**config.mk**
```make
export PLATFORM = sky130hd
export DESIGN_NAME = muldiv_hilo_ctrl
export DESIGN_NICKNAME = d
export VERILOG_FILES = /design/src/rtl/muldiv_hilo_ctrl.sv
export SDC_FILE = /design/constraint.sdc
export NUM_CORES = 2
export LEC_CHECK = 0
export ABC_AREA = 1
export BUFFER_PORTS_ARGS = -buffer_cell sky130_fd_sc_hd__buf_4
export CAP_MARGIN = 20
export CORE_AREA = 3 3 352 354
export DETAILED_ROUTE_END_ITERATION = 16
export DIE_AREA = 0 0 355 357
export PLACE_DENSITY = 0.53
export SYNTH_ARGS = -nofsm -noshare
export SYNTH_HDL_FRONTEND = slang
export SYNTH_SLANG_ARGS = --single-unit
```
**constraint.sdc**
```tcl
create_clock -name clk -period 24 [get_ports clk]
set_clock_uncertainty 0.2 [all_clocks]
set_input_delay 2.4 -clock clk [delete_from_list [all_inputs] [get_ports clk]]
set_output_delay 2.4 -clock clk [all_outputs]
set_load 0.005 [all_outputs]
```
**src/rtl/muldiv_hilo_ctrl.sv**
```systemverilog
// HI/LO owner for the EX stage: runs multiplies in two cycles, sequences the external
// iterative Divider through start/busy, and stalls the pipeline until HI/LO are written.
module muldiv_hilo_ctrl (
  input  logic        clk,
  input  logic        reset,
  input  logic        i_op_valid,
  input  logic [2:0]  i_op,
  input  logic [31:0] i_rs_data,
  input  logic [31:0] i_rt_data,
  input  logic        i_flush,
  output logic        o_stall,
  output logic [31:0] o_hi,
  output logic [31:0] o_lo,
  output logic        o_div_start,
  output logic [31:0] o_div_dividend,
  output logic [31:0] o_div_divisor,
  output logic        o_div_is_unsigned,
  input  logic [31:0] i_div_quotient,
  input  logic [31:0] i_div_remainder,
  input  logic        i_div_busy
);

  localparam logic [2:0] OP_MULT  = 3'd1;
  localparam logic [2:0] OP_MULTU = 3'd2;
  localparam logic [2:0] OP_DIV   = 3'd3;
  localparam logic [2:0] OP_DIVU  = 3'd4;
  localparam logic [2:0] OP_MTHI  = 3'd5;
  localparam logic [2:0] OP_MTLO  = 3'd6;

  typedef enum logic [2:0] {
    S_IDLE,
    S_MUL_CALC,
    S_MUL_WB,
    S_DIV_DRAIN,
    S_DIV_START,
    S_DIV_WAIT
  } state_t;

  state_t      state_q;
  logic [31:0] hi_q, lo_q;
  logic [31:0] rs_q, rt_q;
  logic        uns_q;
  logic [63:0] prod_q;

  logic        is_mul, is_div, accept, completing;
  logic [63:0] mul_a, mul_b, mul_p;

  assign is_mul = (i_op == OP_MULT) || (i_op == OP_MULTU);
  assign is_div = (i_op == OP_DIV)  || (i_op == OP_DIVU);
  assign accept = (state_q == S_IDLE) && i_op_valid && !i_flush && (is_mul || is_div);

  assign completing = (state_q == S_MUL_WB) || ((state_q == S_DIV_WAIT) && !i_div_busy);

  assign o_stall = !i_flush && (((state_q != S_IDLE) && !completing) || accept);

  // Extending to 64 bits and keeping the low half gives the exact 33x33 signed/unsigned product.
  assign mul_a = {{32{!uns_q && rs_q[31]}}, rs_q};
  assign mul_b = {{32{!uns_q && rt_q[31]}}, rt_q};
  assign mul_p = mul_a * mul_b;

  assign o_hi              = hi_q;
  assign o_lo              = lo_q;
  assign o_div_dividend    = rs_q;
  assign o_div_divisor     = rt_q;
  assign o_div_is_unsigned = uns_q;
  assign o_div_start       = (state_q == S_DIV_START) && !i_flush;

  always_ff @(posedge clk) begin
    if (reset) begin
      state_q <= S_IDLE;
      hi_q    <= '0;
      lo_q    <= '0;
      rs_q    <= '0;
      rt_q    <= '0;
      uns_q   <= 1'b0;
      prod_q  <= '0;
    end else if (i_flush) begin
      state_q <= S_IDLE;
    end else begin
      case (state_q)
        S_IDLE: begin
          if (i_op_valid) begin
            if (is_mul || is_div) begin
              rs_q  <= i_rs_data;
              rt_q  <= i_rt_data;
              uns_q <= (i_op == OP_MULTU) || (i_op == OP_DIVU);
            end
            if (is_mul)
              state_q <= S_MUL_CALC;
            else if (is_div)
              state_q <= i_div_busy ? S_DIV_DRAIN : S_DIV_START;
            else if (i_op == OP_MTHI)
              hi_q <= i_rs_data;
            else if (i_op == OP_MTLO)
              lo_q <= i_rs_data;
          end
        end
        S_MUL_CALC: begin
          prod_q  <= mul_p;
          state_q <= S_MUL_WB;
        end
        S_MUL_WB: begin
          hi_q    <= prod_q[63:32];
          lo_q    <= prod_q[31:0];
          state_q <= S_IDLE;
        end
        // A flushed divide may still be running; it must finish before a new start.
        S_DIV_DRAIN: begin
          if (!i_div_busy)
            state_q <= S_DIV_START;
        end
        S_DIV_START: begin
          state_q <= S_DIV_WAIT;
        end
        S_DIV_WAIT: begin
          if (!i_div_busy) begin
            lo_q    <= i_div_quotient;
            hi_q    <= i_div_remainder;
            state_q <= S_IDLE;
          end
        end
        default: state_q <= S_IDLE;
      endcase
    end
  end

endmodule
```
-- After elaboration in Yosys (flattened, before gate mapping)
Index checks and enable logic that the tools add are counted.
- logic and storage cells: 77
- output and inout bits: 131
- register bits: 196
- mux-type cells: 20
- eq/ne operators: 20
- bitwise operators: 1
- multipliers: 1
- reductions and logical operators: 28
- operator list (cell ; count):
    two-way mux 32 bit ; 11
    case mux 32 bit (3 select lines) ; 2
    multiplier 33 x 33 -> 64 bit ; 1
    two-way mux 3 bit ; 6
    equality test 3 bit, second input constant ; 5
    case mux 3 bit (5 select lines) ; 1
    equality test 3 x 2 -> 1 bit, second input constant ; 4
    inequality test 2 bit, second input constant ; 6
    logical AND 1 bit ; 9
    AND reduction 4 bit ; 2
    AND reduction 8 bit ; 1
    AND reduction 7 bit ; 1
    equality test 3 x 1 -> 1 bit, second input constant ; 2
    logical OR 1 bit ; 6
    nonzero test 3 bit ; 2
    zero test 1 bit ; 4
    inequality test 2 x 1 -> 1 bit, second input constant ; 2
    zero test 3 bit ; 1
    inequality test 3 bit, second input constant ; 1
    AND reduction 2 bit ; 1
    OR reduction 2 bit ; 1
    NOT 1 bit ; 1

-- Logic depth before layout (Yosys ltp)
- depth after elaboration: 7
- depth in mapped cells: 37
- mapped depth without buffers: 35

-- Worst setup path after synthesis
OpenSTA, ideal clock, no wires.
- kind: register -> register
- start point: reg uns_q (netlist: o_div_is_unsigned)
- end point: reg prod_q[63]
- arrival: 7431 ps
- library setup time: 109 ps
- stages on the path, launching flop included: 27
- clock period less this slack: 7740 ps
- buffers on the path: 2
- slack: 16260 ps
- cells stage by stage: dfxtp_1 clkbuf_1 clkbuf_1 nor2_1 fa_1 fa_1 fa_1 inv_1 fa_1 inv_1 fa_1 fa_1 inv_1 fa_1 inv_1 fa_1 ha_1 nand2_1 nor2_1 nand2_1 nor4_1 and2_1 a21oi_1 nand2_1 nand3_1 nand2_1 inv_1
- cells in the longest elaborated chain, start to end: 3
- ends and longest elaborated chain (element ; RTL line ; RTL):
    start: declaration ; 42 ; logic uns_q;
    start signal: assignment ; 86 ; uns_q <= (i_op == OP_MULTU) || (i_op == OP_DIVU);
    zero test 1 bit (*) ; 57, 58 ;
    logical AND 1 bit, on equally long branches ; 57, 58 ;
    multiplier 33 x 33 -> 64 bit (*) ; 59 ; assign mul_p = mul_a * mul_b;
    end signal: assignment ; 99 ; prod_q <= mul_p;
    end: declaration ; 43 ; logic [63:0] prod_q;
Every way passes the cells marked *; elsewhere a longest branch is shown, timed or not.
A chain may end at the register's enable or synchronous reset.

-- Final worst setup path
- start point: reg rs_q[18] (netlist: o_div_dividend[18])
- end point: reg prod_q[30]
- cells in the longest elaborated chain, start to end: 1
- ends and longest elaborated chain (element ; RTL line ; RTL):
    start: declaration ; 41 ; logic [31:0] rs_q, rt_q;
    start signal: assignment ; 84 ; rs_q <= i_rs_data;
    multiplier 33 x 33 -> 64 bit ; 59 ;
Every way passes these cells.

==> flow_summary.toml <==
[cells_and_area]
num-fill-cells = 12660
drive_above_1_share_pct = 6.51
final_area_um2 = 52400
seq_area_um2 = 3930
syn_to_final_growth_pct = 8.21
layout.nets = 7788
multiInputGateArea_um2 = 36400
fin_util_pct = 43.1
fin_cells = 7954

[clock_tree]
cts_resized = 0
h-tree-depth = 4
postCtsSetupBuffers = 0
clk_pin_slew_ps = 90
clock_tree.buffer_depth = 2
cts_hold_buf = 0
clock-sinks = 196
cts_buffers = 17
clockRootBuffer = "clkbuf_16"
cts_tree = "done"
clock_latency_ps = 520

[synthesis]
synth_fa_ha_area_share_pct = 52.0
synth-compound-area-share_pct = 4.93
muxShareOfSynthArea_pct = 0
syn-cell-area_um2 = 48400
synth_xor_area_share_pct = 0.525
yosys_warnings = 0
syn_inst = 6292
yosys_most_used_dff = "dfxtp_1"
synth_edf_count = 0
synthArstFlopShare_pct = 0
yosysSeqAreaShare_pct = 8.11
synth.distinct_cells = 38
synth_top_family_by_area = "adder cells"
ys_ff_latch = 196
synth_nets = 7765
yosys.area_share.simple_pct = 17.7
avgSynthCellArea_um2 = 7.69

[route]
drt_iter0_drc = 2663
post_drt_wl_per_cell_um = 19.9
routed_wl_mm = 158
drtPass1Iterations = 6
viasPerCell = 4.91
vias = 39031
postRouteAntennaNets = 0
drc = 0

[place]
hpwl_mm = 130
io_buffers = 266
dp_slack_ps = 15150
dp_cells = 7920
place_area_um2 = 51700
gp_congestion = 0.991

[grt]
grt_pass1_vias = 40984
gr-usage-met1_pct = 33.8
gr-total-overflow = 0
grt_usage_pct = 25.6
antenna_found_initial = 6
grt_pass1_wl_mm = 246
grt_max_degree = 76
use_met2_pct = 44.0
grt_busiest_layer = "met2"
grt_use_met3_pct = 4.02

[power_and_ir_drop]
total_power_mw = 1.60
ir_worst_vdd_mv = 0.0605
p_leak_nw = 28.7
p_per_area_nw_per_um2 = 30.6

[timing]
finalCriticalPeriod_ps = 8940
hold_violations = 0
slew_violations = 0
period_share_pct = 37.2
fin_hold_ws_ps = 252
slew_headroom_pct = 34.4
rsz0062_at_grt = "false"
final.setup.worst_slack_ps = 15060
worst_pin_slew_ps = 974
setup_viol = 0
fmax_mhz = 112
fin_setup_tns_ps = 0

[floorplanning]
fp-row-count = 128
initial_core_util_pct = 39.9
die_area_um2 = 127000
die_w_um = 355
core_um2 = 121000
die_h_um = 357
pin_count = 267

[worst_setup_path]
endpoint_kind = "flop"
rr_startpoint = "o_div_dividend[18]"
cp_slowest_cell = "dfxtp_1"
worstRegToRegCells = 25
worst-setup-path-type = "flop to flop"
r2r-end = "prod_q[30]"
crit_arrival_ps = 9200
cp_common_cell = "fa_1"
path_max_fanout = 25
r2r_slack_ps = 15060
critPathMaxStageDelay_ps = 890
critical_path.startpoint_type = "flop"
critical_path_required_ps = 24270

[hold_path]
whs_endpoint = "o_div_dividend[7]"
min_from = "o_div_dividend[7]"
min_path_type = "flop to flop"
holdPathStages = 2

[job]
drv_cap = 0

[run_status]
status = "finished clean"
==> cells in the mapped netlist, types with 2 or more instances <==
| library cell | n | share of area (%) |
|---|---|---|
| nand2_1 | 1639 | 13 |
| o21ai_0 | 187 | 1.9 |
| ha_1 | 212 | 5.5 |
| nand2_2 | 2 | 0.026 |
| xnor2_1 | 5 | 0.090 |
| dfxtp_1 | 196 | 8.1 |
| nor4_1 | 5 | 0.065 |
| nand3_2 | 2 | 0.041 |
| nand3_1 | 183 | 1.9 |
| nor3_1 | 8 | 0.083 |
| buf_1 | 3 | 0.023 |
| a21oi_2 | 2 | 0.036 |
| nand4_1 | 20 | 0.26 |
| buf_2 | 33 | 0.34 |
| a21oi_1 | 134 | 1.4 |
| and2_1 | 3 | 0.039 |
| nor2_8 | 2 | 0.083 |
| o21bai_1 | 12 | 0.19 |
| xor2_1 | 24 | 0.43 |
| inv_1 | 1785 | 14 |
| buf_6 | 2 | 0.047 |
| a41oi_1 | 64 | 1.2 |
| fa_1 | 1125 | 47 |
| nor2_2 | 3 | 0.039 |
| buf_4 | 8 | 0.12 |
| clkbuf_1 | 301 | 2.3 |
| nor2_1 | 304 | 2.4 |
| a31oi_1 | 3 | 0.039 |
| inv_2 | 6 | 0.047 |
| o21ai_1 | 11 | 0.11 |
==> layout by cell type, fill, tap and decap left out, types with 133 or more instances in the layout <==
master	synthesis	routed
inv_1	1785	1785
nand2_1	1639	1639
fa_1	1125	1125
buf_4	8	350
nor2_1	304	303
ha_1	212	212
dfxtp_1	196	190
o21ai_0	187	187
nand3_1	183	183
a21oi_1	134	133
==> metal layers <==
layer,wire length (um),vias up
met5,21,-
met4,4220,4
met3,9420,190
met2,77600,1025
met1,67000,19939
li1,-,17873
==> logic make-up (layout without fill, tap and decap cells) <==
| logic type | after synthesis | in the layout |
|---|---|---|
| DFF | 196 | 196 |
| and+or+nand+nor | 2174 | 2174 |
| other | 0 | 1 |
| buffers and inverters | 2139 | 2175 |
| AOI/OAI and AO/OA | 417 | 417 |
| xor gates and xnor gates | 29 | 29 |
| adders and majority gates | 1337 | 1337 |
==> final cells by class <==
cell class / instances / area share (%)
diodes: 1 / 0.00478
clock buffers: 17 / 0.812
clock inverters: 15 / 0.409
inverters: 1792 / 12.8
multi-input cells: 3957 / 69.5
flip-flops and latches: 196 / 7.51
well taps: 1625 / 3.88
repair buffers: 351 / 5.07
==> worst max-delay path, delay by kind of cell (launching register included) <==
family	cells	cell delay, ps
adders and majority gates	9	4560
and+or+nand+nor	7	1420
DFF	1	890
buffers and inverters	7	890
xor gates and xnor gates	1	690
AOI/OAI and AO/OA	1	170
==> how the worst max path moves through the flow <==
stage,from,endpoint,slack [ps],depth (start not counted)
CTS,o_div_dividend[31],prod_q[56],15100,26
detailed placement,o_div_dividend[31],prod_q[56],15150,26
finish,o_div_dividend[18],prod_q[30],15060,25
global route,o_div_dividend[31],prod_q[54],14500,27
floorplan,o_div_is_unsigned,prod_q[63],16260,26
global placement,o_div_dividend[18],prod_q[30],15150,25
==> power by group <==
| part | switching, mW | internal, mW |
|---|---|---|
| logic | 0.607 | 0.300 |
| clock network | 0.182 | 0.146 |
| registers | 0.0176 | 0.349 |
| total | 0.807 | 0.795 |
==> flip-flops by register name, summed over array words and instances, names as in the netlist <==
register and cells:
o_lo 32, o_div_dividend 32, o_div_divisor 32, o_hi 32, prod_q 64, o_div_is_unsigned 1, state_q 3
Power figures use the tool's default switching activity.
